$ cat config.mk
export PLATFORM = sky130hd
export DESIGN_NAME = punc_control_fsm
export DESIGN_NICKNAME = d
export VERILOG_FILES = /design/src/rtl/punc_ctrl_pkg.sv /design/src/rtl/punc_imm_gen.sv /design/src/rtl/punc_control_fsm.sv
export SDC_FILE = /design/constraint.sdc
export NUM_CORES = 1
export LEC_CHECK = 0
export CAP_MARGIN = 40
export CORE_UTILIZATION = 30
export DETAILED_ROUTE_END_ITERATION = 16
export PLACE_DENSITY_LB_ADDON = 0.15
export RECOVER_POWER = 25
export SYNTH_ARGS = -nofsm -noshare
export SYNTH_HDL_FRONTEND = slang
export SYNTH_SLANG_ARGS = --single-unit
$ cat constraint.sdc
create_clock -name clk -period 3.6 [get_ports clk]
set_clock_uncertainty 0.15 [all_clocks]
set_input_delay 0.9 -clock clk [delete_from_list [all_inputs] [get_ports clk]]
set_output_delay 0.9 -clock clk [all_outputs]
set_load 0.05 [all_outputs]
$ cat src/rtl/punc_ctrl_pkg.sv
// ============================================================================
// Module      : punc_ctrl_pkg
// Description : Opcodes, FSM state encoding and datapath select encodings
//               shared by the PUnC control unit.
// Revision    : 1.0 - initial release
// ============================================================================
`default_nettype none

package punc_ctrl_pkg;

    localparam logic [3:0] C_OP_BR   = 4'b0000;
    localparam logic [3:0] C_OP_ADD  = 4'b0001;
    localparam logic [3:0] C_OP_LD   = 4'b0010;
    localparam logic [3:0] C_OP_ST   = 4'b0011;
    localparam logic [3:0] C_OP_JSR  = 4'b0100;
    localparam logic [3:0] C_OP_AND  = 4'b0101;
    localparam logic [3:0] C_OP_LDR  = 4'b0110;
    localparam logic [3:0] C_OP_STR  = 4'b0111;
    localparam logic [3:0] C_OP_ILL8 = 4'b1000;
    localparam logic [3:0] C_OP_NOT  = 4'b1001;
    localparam logic [3:0] C_OP_LDI  = 4'b1010;
    localparam logic [3:0] C_OP_STI  = 4'b1011;
    localparam logic [3:0] C_OP_JMP  = 4'b1100;
    localparam logic [3:0] C_OP_ILLD = 4'b1101;
    localparam logic [3:0] C_OP_LEA  = 4'b1110;
    localparam logic [3:0] C_OP_TRAP = 4'b1111;

    typedef enum logic [2:0] {
        S_RESET  = 3'd0,
        S_FETCH  = 3'd1,
        S_DECODE = 3'd2,
        S_EXEC1  = 3'd3,
        S_EXEC2  = 3'd4,
        S_HALT   = 3'd5
    } state_t;

    localparam logic [1:0] C_ADDR_PC    = 2'b00;
    localparam logic [1:0] C_ADDR_ALU   = 2'b01;
    localparam logic [1:0] C_ADDR_STORE = 2'b10;

    localparam logic [1:0] C_WSEL_PC    = 2'b00;
    localparam logic [1:0] C_WSEL_MEM   = 2'b01;
    localparam logic [1:0] C_WSEL_ALU   = 2'b10;

    localparam logic [1:0] C_ALU_ADD    = 2'b00;
    localparam logic [1:0] C_ALU_AND    = 2'b01;
    localparam logic [1:0] C_ALU_PASS   = 2'b10;
    localparam logic [1:0] C_ALU_NOT    = 2'b11;

    localparam logic       C_ASEL_PC    = 1'b0;
    localparam logic       C_ASEL_RF    = 1'b1;
    localparam logic       C_BSEL_RF    = 1'b0;
    localparam logic       C_BSEL_IMM   = 1'b1;

    localparam logic       C_NZP_ALU    = 1'b0;
    localparam logic       C_NZP_MEM    = 1'b1;

endpackage

`default_nettype wire

$ cat src/rtl/punc_imm_gen.sv
// ============================================================================
// Module      : punc_imm_gen
// Description : Picks the immediate field implied by the opcode and
//               sign-extends it to 16 bits. Purely combinational.
// Revision    : 1.0 - initial release
// ============================================================================
`default_nettype none

module punc_imm_gen
    import punc_ctrl_pkg::*;
(
    input  logic [3:0]  i_opcode,
    input  logic [11:0] i_ir,
    output logic [15:0] o_imm
);

    always_comb begin
        o_imm = {{7{i_ir[8]}}, i_ir[8:0]};
        case (i_opcode)
            C_OP_ADD, C_OP_AND: o_imm = {{11{i_ir[4]}}, i_ir[4:0]};
            C_OP_LDR, C_OP_STR: o_imm = {{10{i_ir[5]}}, i_ir[5:0]};
            C_OP_JSR: begin
                // JSRR uses no immediate; off11 only matters for the PC-relative form.
                if (i_ir[11]) begin
                    o_imm = {{5{i_ir[10]}}, i_ir[10:0]};
                end
            end
            default: o_imm = {{7{i_ir[8]}}, i_ir[8:0]};
        endcase
    end

endmodule

`default_nettype wire

$ cat src/rtl/punc_control_fsm.sv
// ============================================================================
// Module      : punc_control_fsm
// Description : Multi-cycle FETCH/DECODE/EXEC control unit for the PUnC LC3.
//               Macro PUNC_CTRL_ILLEGAL_TRAP_EN: illegal opcodes halt.
// Revision    : 1.0 - initial release
// ============================================================================
`default_nettype none

module punc_control_fsm
    import punc_ctrl_pkg::*;
(
    input  logic        clk,
    input  logic        rst,
    input  logic [15:0] ir,
    input  logic        n,
    input  logic        z,
    input  logic        p,
    output logic        pc_clr,
    output logic        pc_inc,
    output logic        pc_ld,
    output logic        ir_ld,
    output logic [1:0]  mem_addr_sel,
    output logic        mem_w_en,
    output logic [2:0]  rf_r_addr_0,
    output logic [2:0]  rf_r_addr_1,
    output logic [2:0]  rf_w_addr,
    output logic        rf_w_en,
    output logic [1:0]  rf_w_sel,
    output logic        alu_a_sel,
    output logic        alu_b_sel,
    output logic [1:0]  alu_sel,
    output logic [15:0] sext_data,
    output logic        nzp_ld,
    output logic        nzp_sel,
    output logic        store_ld,
    output logic        halted
);

    state_t      r_state;
    state_t      w_next;
    logic [3:0]  w_opcode;
    logic [15:0] w_imm;
    logic        w_sext_en;
    logic        w_br_taken;

    assign w_opcode   = ir[15:12];
    assign w_br_taken = (ir[11] & n) | (ir[10] & z) | (ir[9] & p);
    assign sext_data  = w_sext_en ? w_imm : 16'h0000;

    punc_imm_gen u_imm_gen (
        .i_opcode (w_opcode),
        .i_ir     (ir[11:0]),
        .o_imm    (w_imm)
    );

    always_ff @(posedge clk) begin
        if (rst) begin
            r_state <= S_RESET;
        end else begin
            r_state <= w_next;
        end
    end

    always_comb begin
        w_next       = r_state;
        w_sext_en    = 1'b0;
        pc_clr       = 1'b0;
        pc_inc       = 1'b0;
        pc_ld        = 1'b0;
        ir_ld        = 1'b0;
        mem_addr_sel = C_ADDR_PC;
        mem_w_en     = 1'b0;
        rf_r_addr_0  = 3'd0;
        rf_r_addr_1  = 3'd0;
        rf_w_addr    = 3'd0;
        rf_w_en      = 1'b0;
        rf_w_sel     = C_WSEL_PC;
        alu_a_sel    = C_ASEL_PC;
        alu_b_sel    = C_BSEL_RF;
        alu_sel      = C_ALU_ADD;
        nzp_ld       = 1'b0;
        nzp_sel      = C_NZP_ALU;
        store_ld     = 1'b0;
        halted       = 1'b0;

        case (r_state)
            S_RESET: begin
                pc_clr = 1'b1;
                w_next = S_FETCH;
            end
            S_FETCH: begin
                ir_ld  = 1'b1;
                pc_inc = 1'b1;
                w_next = S_DECODE;
            end
            S_DECODE: begin
                w_next = S_EXEC1;
                if (w_opcode == C_OP_TRAP) begin
                    w_next = S_HALT;
                end
`ifdef PUNC_CTRL_ILLEGAL_TRAP_EN
                if ((w_opcode == C_OP_ILL8) || (w_opcode == C_OP_ILLD)) begin
                    w_next = S_HALT;
                end
`endif
            end
            S_EXEC1: begin
                w_next = S_FETCH;
                case (w_opcode)
                    C_OP_ADD, C_OP_AND: begin
                        rf_r_addr_0 = ir[8:6];
                        alu_a_sel   = C_ASEL_RF;
                        alu_sel     = (w_opcode == C_OP_AND) ? C_ALU_AND : C_ALU_ADD;
                        if (ir[5]) begin
                            alu_b_sel = C_BSEL_IMM;
                            w_sext_en = 1'b1;
                        end else begin
                            rf_r_addr_1 = ir[2:0];
                        end
                        rf_w_addr = ir[11:9];
                        rf_w_en   = 1'b1;
                        rf_w_sel  = C_WSEL_ALU;
                        nzp_ld    = 1'b1;
                    end
                    C_OP_NOT: begin
                        rf_r_addr_0 = ir[8:6];
                        alu_a_sel   = C_ASEL_RF;
                        alu_sel     = C_ALU_NOT;
                        rf_w_addr   = ir[11:9];
                        rf_w_en     = 1'b1;
                        rf_w_sel    = C_WSEL_ALU;
                        nzp_ld      = 1'b1;
                    end
                    C_OP_BR: begin
                        if (w_br_taken) begin
                            alu_b_sel = C_BSEL_IMM;
                            w_sext_en = 1'b1;
                            pc_ld     = 1'b1;
                        end
                    end
                    C_OP_JMP: begin
                        rf_r_addr_0 = ir[8:6];
                        alu_a_sel   = C_ASEL_RF;
                        alu_sel     = C_ALU_PASS;
                        pc_ld       = 1'b1;
                    end
                    C_OP_JSR: begin
                        // R7 capture and PC load share one edge, so JSRR R7 jumps to the old R7.
                        rf_w_addr = 3'd7;
                        rf_w_en   = 1'b1;
                        pc_ld     = 1'b1;
                        if (ir[11]) begin
                            alu_b_sel = C_BSEL_IMM;
                            w_sext_en = 1'b1;
                        end else begin
                            rf_r_addr_0 = ir[8:6];
                            alu_a_sel   = C_ASEL_RF;
                            alu_sel     = C_ALU_PASS;
                        end
                    end
                    C_OP_LEA: begin
                        alu_b_sel = C_BSEL_IMM;
                        w_sext_en = 1'b1;
                        rf_w_addr = ir[11:9];
                        rf_w_en   = 1'b1;
                        rf_w_sel  = C_WSEL_ALU;
                    end
                    C_OP_LD, C_OP_LDR, C_OP_ST, C_OP_STR, C_OP_LDI, C_OP_STI: begin
                        mem_addr_sel = C_ADDR_ALU;
                        alu_b_sel    = C_BSEL_IMM;
                        w_sext_en    = 1'b1;
                        if ((w_opcode == C_OP_LDR) || (w_opcode == C_OP_STR)) begin
                            rf_r_addr_0 = ir[8:6];
                            alu_a_sel   = C_ASEL_RF;
                        end
                        case (w_opcode)
                            C_OP_LD, C_OP_LDR: begin
                                rf_w_addr = ir[11:9];
                                rf_w_en   = 1'b1;
                                rf_w_sel  = C_WSEL_MEM;
                                nzp_ld    = 1'b1;
                                nzp_sel   = C_NZP_MEM;
                            end
                            C_OP_ST, C_OP_STR: begin
                                rf_r_addr_1 = ir[11:9];
                                mem_w_en    = 1'b1;
                            end
                            default: begin
                                store_ld = 1'b1;
                                w_next   = S_EXEC2;
                            end
                        endcase
                    end
                    default: begin
                    end
                endcase
            end
            S_EXEC2: begin
                w_next       = S_FETCH;
                mem_addr_sel = C_ADDR_STORE;
                if (w_opcode == C_OP_LDI) begin
                    rf_w_addr = ir[11:9];
                    rf_w_en   = 1'b1;
                    rf_w_sel  = C_WSEL_MEM;
                    nzp_ld    = 1'b1;
                    nzp_sel   = C_NZP_MEM;
                end else begin
                    rf_r_addr_1 = ir[11:9];
                    mem_w_en    = 1'b1;
                end
            end
            S_HALT: begin
                halted = 1'b1;
            end
            default: begin
                w_next = S_RESET;
            end
        endcase
    end

endmodule

`default_nettype wire
Word-level counts from Yosys, hierarchy flattened:

Cells that the tools add are included.

* bitwise gates (word level): 5
* equal/unequal tests: 18
* mux-type cells: 59
* reduce and logical (&&, ||, !) cells: 16

Operator list (number)
* 16-bit case mux with 3 select lines: 1
* 3-bit 2-to-1 mux: 11
* 16-bit 2-to-1 mux: 2
* 4-bit equality test, second input constant: 6
* 1-bit 2-to-1 mux: 24
* 3-bit case mux with 2 select lines: 3
* 3-bit case mux with 3 select lines: 2
* 4-bit by 3-bit equality test with 1-bit output, second input constant: 4
* 3-bit case mux with 5 select lines: 1
* 1-bit case mux with 2 select lines: 7
* 2-bit case mux with 2 select lines: 3
* 2-bit OR reduction: 6
* 4-bit OR reduction: 3
* 4-bit by 2-bit equality test with 1-bit output, second input constant: 2
* 2-bit case mux with 4 select lines: 1
* 7-bit OR reduction: 1
* 3-bit by 2-bit equality test with 1-bit output, second input constant: 2
* 3-bit equality test, second input constant: 2
* 6-bit OR reduction: 1
* 5-bit OR reduction: 1
* 4-bit by 1-bit equality test with 1-bit output, second input constant: 1
* 4-bit logical NOT: 1
* 2-bit 2-to-1 mux: 2
* 1-bit case mux with 4 select lines: 1
* other kinds (7): 10

* logic and storage cells: 99
* input port bits: 21
* bits in registers: 3
* output and inout port bits: 43

Depth between registers and ports, before layout:

Gate-level depths: netlist of run 1.

* word-level depth: 7
* depth in mapped cells: 6

Hierarchy:

A second synthesis of run 1 with hierarchy kept.

* cells, all modules: 139
* area total of the unflattened synthesis: 890.9 um^2

Modules (own cells, without submodules)
* punc_control_fsm: area an instance 680.7 um^2, cells an instance 107, instances 1
* punc_imm_gen: area an instance 210.2 um^2, cells an instance 32, instances 1

Worst setup path before layout of run 1:

OpenSTA, ideal clock, no wires.

* path type: in2out
* from: in ir[12]
* to: out sext_data[11]
* setup slack: -1.041 ns
* stages: 6
* buffers on the path: 2
* arrival: 3.591 ns
* data required time: 2.550 ns
* path through: buf_2 nor2b_1 a22o_1 nand2_1 a311oi_1 buf_4

* word-level cells in the longest chain between the ends: 5
* elaborated cells between the ends (all ways): 18
* classes of those cells: 10 x eq/ne; 4 x mux; 4 x reduce/logical

Ends and longest elaborated chain
* start, declared: line punc_control_fsm.sv:14 `input logic [15:0] ir,`
* 4-bit by 3-bit equality test with 1-bit output, or another cell as far along: line punc_imm_gen.sv:19, punc_control_fsm.sv:109
* 7-bit OR reduction (no line) or 2-bit OR reduction (tied branches)
* 1-bit case mux with 4 select lines: line punc_control_fsm.sv:109 `case (w_opcode)`
* 1-bit 2-to-1 mux: line punc_control_fsm.sv:86 `case (r_state)`
* 16-bit 2-to-1 mux *: line punc_control_fsm.sv:48 `assign sext_data = w_sext_en ? w_imm : 16'h0000;`
* end, declared: line punc_control_fsm.sv:32 `output logic [15:0] sext_data,`

Every way passes the cells marked *; elsewhere a longest branch is shown, timed or not.

Worst setup path after layout of run 1:

* from: in ir[15]
* to: out sext_data[9]

Same word-level chain as after synthesis.

==> results of run 1 <==
[path summary, 6_finish.rpt]
kind / from / endpoint / slack, ns / depth (start not counted)
worst min register to register: r_state[2]$_SDFFE_PP0N_ / r_state[1]$_SDFFE_PP0N_ / 0.40 / 1
worst min-delay path: r_state[2]$_SDFFE_PP0N_ / r_state[1]$_SDFFE_PP0N_ / 0.40 / 1
worst max-delay path: ir[15] / sext_data[9] / -0.1 / 8
worst max register to register: r_state[1]$_SDFFE_PP0N_ / r_state[2]$_SDFFE_PP0N_ / 2.35 / 4
[logic make-up after synthesis]
kind of cell | count (synthesis) | share of synthesized area [%]
mux | 2 | 2.63
buf+inv | 23 | 15.6
flops | 3 | 7.90
simple gates | 62 | 42.9
compound gates | 34 | 30.9
[routing by layer]
| layer | vias up | wire length [um] |
|---|---|---|
| met2 | 103 | 2320 |
| li1 | 633 | - |
| met1 | 662 | 1590 |
| met4 | 0 | 165 |
| met3 | 19 | 378 |
| met5 | - | 0 |
[layout make-up]
class | instances | area share [%]
Timing Repair Buffer | 104 | 57.8
Multi-Input combinational cell | 98 | 34.8
Sequential cell | 3 | 2.87
Tap cell | 28 | 1.68
Inverter | 9 | 1.62
Clock buffer | 4 | 1.26
[where the power goes]
group | internal (mW) | switching [mW]
Clock | 0.0418 | 0.0208
Combinational | 0.0939 | 0.117
Sequential | 0.0357 | 0.00598
[repair_timing]
item,CTS,global route
resized for setup,31,14
setup endpoints to repair,30,15
setup buffers,3,4
pin swaps,5,5
[placed cells by master, fill, tap and decap left out, types with 2 or more instances in the layout]
cell and n:
nand2b_1 5, buf_12 28, and2_4 5, nand3b_1 2, a31oi_1 2, nor2_1 12, o21ai_0 3, nand2_1 11
a311oi_4 2, a21oi_1 8, dfxtp_1 3, clkbuf_4 3, a22oi_1 2, mux2i_1 2, a22o_1 4, and2_1 5
buf_4 43, clkdlybuf4s50_1 14, a211oi_1 2, nor2b_2 2, o21ai_1 2, buf_6 8, nand3_1 2, dlygate4sd2_1 9
nor3_1 4, and3b_1 2, inv_1 8
[cells in the mapped netlist]
cell	n
nor2_1	14
a221oi_1	1
a22oi_1	2
nor2b_1	3
a222oi_1	1
and3_1	1
or2_2	1
mux2i_1	2
clkbuf_1	2
nand4_1	1
and2_1	10
a2111o_1	1
o21ai_2	1
a31oi_1	2
nor3_1	4
nor3b_1	1
buf_2	5
nand3_1	3
o32ai_1	1
o21ai_0	5
a21oi_1	9
nand2b_1	6
a22o_1	4
a311oi_1	2
inv_2	1
o22ai_1	1
buf_4	7
and3b_1	2
nor4bb_1	1
nand2_1	12
nor4_1	1
a32oi_1	1
inv_1	8
nand3b_1	2
a211oi_1	2
o211ai_1	1
dfxtp_1	3
[metrics by stage]
| stage | std cells | worst slack [ns] | instance area (um^2) | setup TNS [ns] | utilization [%] |
|---|---|---|---|---|---|
| after global routing | 246 | -0.124 | 2090 | -1.16 | 91.0 |
| after CTS | 242 | 0.0300 | 2020 | 0 | 88.0 |
| after floorplan | 124 | -0.236 | 821 | -1.11 | - |
| after global placement | 235 | -0.214 | 1900 | -3.66 | 82.7 |
| after detailed placement | 235 | -0.294 | 1900 | -5.01 | 82.7 |
| final | 246 | -0.0983 | 2090 | -0.663 | 91.0 |
[worst max-delay path, cell delays in order]
cell and delay, ns:
dlygate4sd2_1 0.29, buf_6 0.17, nor4bb_2 0.37, a2111o_1 0.21
o21ai_4 0.10, buf_4 0.17, a311oi_4 0.25, buf_12 0.18
==> flow_summary.json, run 1 <==
{
  "status": "finished, violations left",
  "violations": "setup timing",
  "fp.dieH_um": 52.4,
  "cts_buffers": 3,
  "grt_use_met3_pct": 5.51,
  "top_usage_layer": "met2",
  "fp.dieW_um": 52.4,
  "yosysTopAreaCell": "and2_1",
  "regMostFlops": "r_state",
  "maxSlewViolCount": 0,
  "ff_latch_area_um2": 60.1,
  "critical_path_class": "primary input to primary output",
  "p_leak_nw": 0.919,
  "grt_start_max_net_pins": 12,
  "synth_area_leaders": "and2_1 (8.2%), dfxtp_1 (7.9%), buf_4 (6.9%)",
  "fillers": 89,
  "drc": 0,
  "num_io_pins": 64,
  "area_growth_pct": 175,
  "end_kind": "primary output",
  "synth-seq-area-share_pct": 7.89,
  "drtIter0Drc": 96,
  "whs_ns": 0.403,
  "antennaDiodeCount": 0,
  "coreArea_um2": 2300,
  "synth_warnings": 0,
  "nNetsFinal": 240,
  "globalRouteOverflowTotal": 0,
  "finalHoldViolations": 0,
  "synth-seq-cells": 3,
  "htreeDepth": 1,
  "cts_num_sinks": 3,
  "grt_pass1_wl_mm": 5.72,
  "clk-insertion-delay-late_ns": 0.25,
  "first_global_vias": 1296,
  "cts_max_path_buffers": 2,
  "start_util_pct": 33.1,
  "multi_input_area_um2": 727,
  "period_needed_ns": 3.70,
  "antenna_found_initial": 0,
  "first_pass_iters": 5,
  "critPathMaxFanout": 9,
  "grtUsageMet2_pct": 50.8,
  "clk_pin_slew_ns": 0.04,
  "fin_crit_sh_pct": 103,
  "antenna_left": 0,
  "synth.avg_cell_area_um2": 6.13,
  "required_ns": 2.55,
  "worstPathArrival_ns": 2.65,
  "cts_tree": "yes",
  "top_regs": "r_state (3)",
  "relSlewSlack_pct": 66.6,
  "cts_hold_buf": 0,
  "power_density_nw_per_um2": 151,
  "dp.final_hpwl_mm": 2.74,
  "grt_usage_pct": 27.7,
  "synth_area_um2": 761,
  "yosysUniqueCellTypes": 37,
  "largest_register_ffs": 3,
  "setup_viol": 14,
  "vias": 1417,
  "die_area_um2": 2740,
  "timing.final.ws_setup_ns": -0.0983,
  "wire_per_inst_um": 18.1,
  "min_path_type": "flip-flop to flip-flop",
  "rows": 17,
  "use_met1_pct": 30.4,
  "routed_via_density": 5.76,
  "worstSetupStartpointType": "primary input",
  "peakVddDrop_uv": 231,
  "fmax_mhz": 270,
  "drive_gt1_share_pct": 49.1,
  "netlist.area_leader.share_pct": 8.22,
  "wirelength_mm": 4.46,
  "port_buffers": 63,
  "cts_root_buf": "clkbuf_4",
  "worst_pin_slew_ns": 0.500,
  "place_congestion": 0.857,
  "syn_nets": 145,
  "cap_violations": 0,
  "synthCells": 124,
  "total_power_mw": 0.316
}
Power figures use the tool's default switching activity.
==> run 2: changes to the inputs <==
Settings changed: CORE_MARGIN from default to 2, HOLD_SLACK_MARGIN from default to 0.15.
==> flow_summary.json, run 2 (synthesis results as in run 1) <==
{
  "cts_hold_buf": 0,
  "r2r_start": "r_state[1]$_SDFFE_PP0N_",
  "fmax_mhz": 281,
  "status": "finished, final reports clean",
  "antenna_left": 0,
  "place_congestion": 0.905,
  "setup_viol": 0,
  "peakVddDrop_uv": 297,
  "timing.rr.end": "r_state[2]$_SDFFE_PP0N_",
  "cts_num_sinks": 3,
  "clk-insertion-delay-late_ns": 0.24,
  "start_util_pct": 31.3,
  "grt_pass1_wl_mm": 5.77,
  "fin_crit_sh_pct": 98.9,
  "grt_usage_pct": 26.3,
  "coreArea_um2": 2430,
  "finalHoldViolations": 0,
  "rsz0062_at_grt": "false",
  "die_area_um2": 2950,
  "pre_cts_ws_ns": -0.268,
  "dp.final_hpwl_mm": 2.74,
  "globalRouteOverflowTotal": 0,
  "htreeDepth": 1,
  "hold_start": "r_state[2]$_SDFFE_PP0N_",
  "layout_commonest_cell": "buf_4",
  "rows": 18,
  "cap_violations": 0,
  "rrSetupSlack_ns": 2.39,
  "first_global_vias": 1292,
  "worstSetupStartpointType": "primary input",
  "final_area_um2": 2080,
  "critPathMaxFanout": 6,
  "routed_via_density": 5.29,
  "drc": 0,
  "regMostFlops": "r_state",
  "worst_pin_slew_ns": 0.615,
  "drive_gt1_share_pct": 45.3,
  "fin_setup_tns_ns": 0,
  "period_needed_ns": 3.56,
  "post-place-cells": 241,
  "cts_buffers": 3,
  "clk_pin_slew_ns": 0.04,
  "wire_per_inst_um": 15.3,
  "min_path_type": "flip-flop to flip-flop",
  "vias": 1338,
  "wirelength_mm": 3.87,
  "critical_path_class": "primary input to primary output",
  "required_ns": 2.55,
  "antenna_found_initial": 0,
  "area_growth_pct": 173,
  "worstPathArrival_ns": 2.51,
  "final_cell_mix": "buf_4 (43), buf_12 (29), nor2_1 (12)",
  "timing.final.ws_setup_ns": 0.0412,
  "drtIter0Drc": 33,
  "ff2ff_path_depth": 4,
  "cts_tree": "yes",
  "final_cells": 253,
  "top_regs": "r_state (3)",
  "relSlewSlack_pct": 59.1,
  "cts_max_path_buffers": 2,
  "fp.dieW_um": 54.4,
  "cts_root_buf": "clkbuf_4",
  "fp.dieH_um": 54.4,
  "fin_util_pct": 85.3,
  "grt_start_max_net_pins": 15,
  "hold_depth": 1,
  "power_density_nw_per_um2": 147,
  "port_buffers": 63,
  "nNetsFinal": 245,
  "p_leak_nw": 0.934,
  "post_dp_cell_area_um2": 1970,
  "whs_endpoint": "r_state[1]$_SDFFE_PP0N_",
  "antennaDiodeCount": 0,
  "num_io_pins": 64,
  "largest_register_ffs": 3,
  "maxSlewViolCount": 0,
  "first_pass_iters": 4,
  "end_kind": "primary output"
}
## run 2: per-stage QoR
| stage | power [mW] | hold WS [ns] |
|---|---|---|
| detailed placement | 0.232 | 0.393 |
| global placement | 0.228 | 0.376 |
| finish | 0.305 | 0.403 |
| CTS | 0.304 | 0.397 |
| global route | 0.324 | 0.420 |
| floorplan | 0.138 | 0.332 |
## run 2: worst max-delay path by stage
stage            from      endpoint  slack (ns)  cells after the start
6_report       ir[14]  sext_data[2]        0.04                      8
4_1_cts         ir[5]  sext_data[0]        0.03                      7
5_1_grt        ir[14]  sext_data[2]       0.004                      8
3_3_place_gp   ir[15]  sext_data[1]       -0.23                      8
3_5_place_dp   ir[15]  sext_data[0]       -0.27                      8
2_1_floorplan  ir[14]  rf_w_addr[0]       -0.24                      5
## run 2: worst max-delay path, stage by stage
cell           delay, ns
dlygate4sd2_1       0.27
buf_4               0.16
nor4bb_4            0.14
a2111o_1            0.35
o21ai_4             0.26
inv_2               0.09
and2_1              0.18
buf_6               0.15
## run 2: layout make-up
type | instances | area (um^2)
clock buffers | 4 | 26.3
fillers | 142 | 357
inverters | 9 | 33.8
multi-input cells | 98 | 687
flip-flops and latches | 3 | 60.1
well taps | 30 | 37.5
repair buffers | 109 | 1230
## run 2: timing repair
| action | CTS | global route |
|---|---|---|
| buffers inserted | 5 | 3 |
| gates resized for setup | 26 | 9 |
| cloned | 0 | 1 |
| endpoints found under the setup margin | 29 | 12 |
| pin swaps | 6 | 3 |
## run 2: power breakdown
part	total [mW]	switching, mW	internal, mW	leakage, nW
Sequential	0.0410	0.00529	0.0358	0.0247
Clock	0.0624	0.0207	0.0418	0.0150
Combinational	0.201	0.110	0.0911	0.895
## run 2: routing by layer
layer	vias to the layer above	track usage (%)	wire length (um)
li1	639	-	-
met1	613	29.0	1420
met2	76	48.2	2070
met3	10	4.92	280
met4	0	11.7	93
met5	-	0	0
==> run 3: changes to the inputs <==
Settings changed: ABC_CLOCK_PERIOD_IN_PS from default to 3600.
==> results of run 3 <==
Final layout, timing and power as in run 2 (identical DEF).
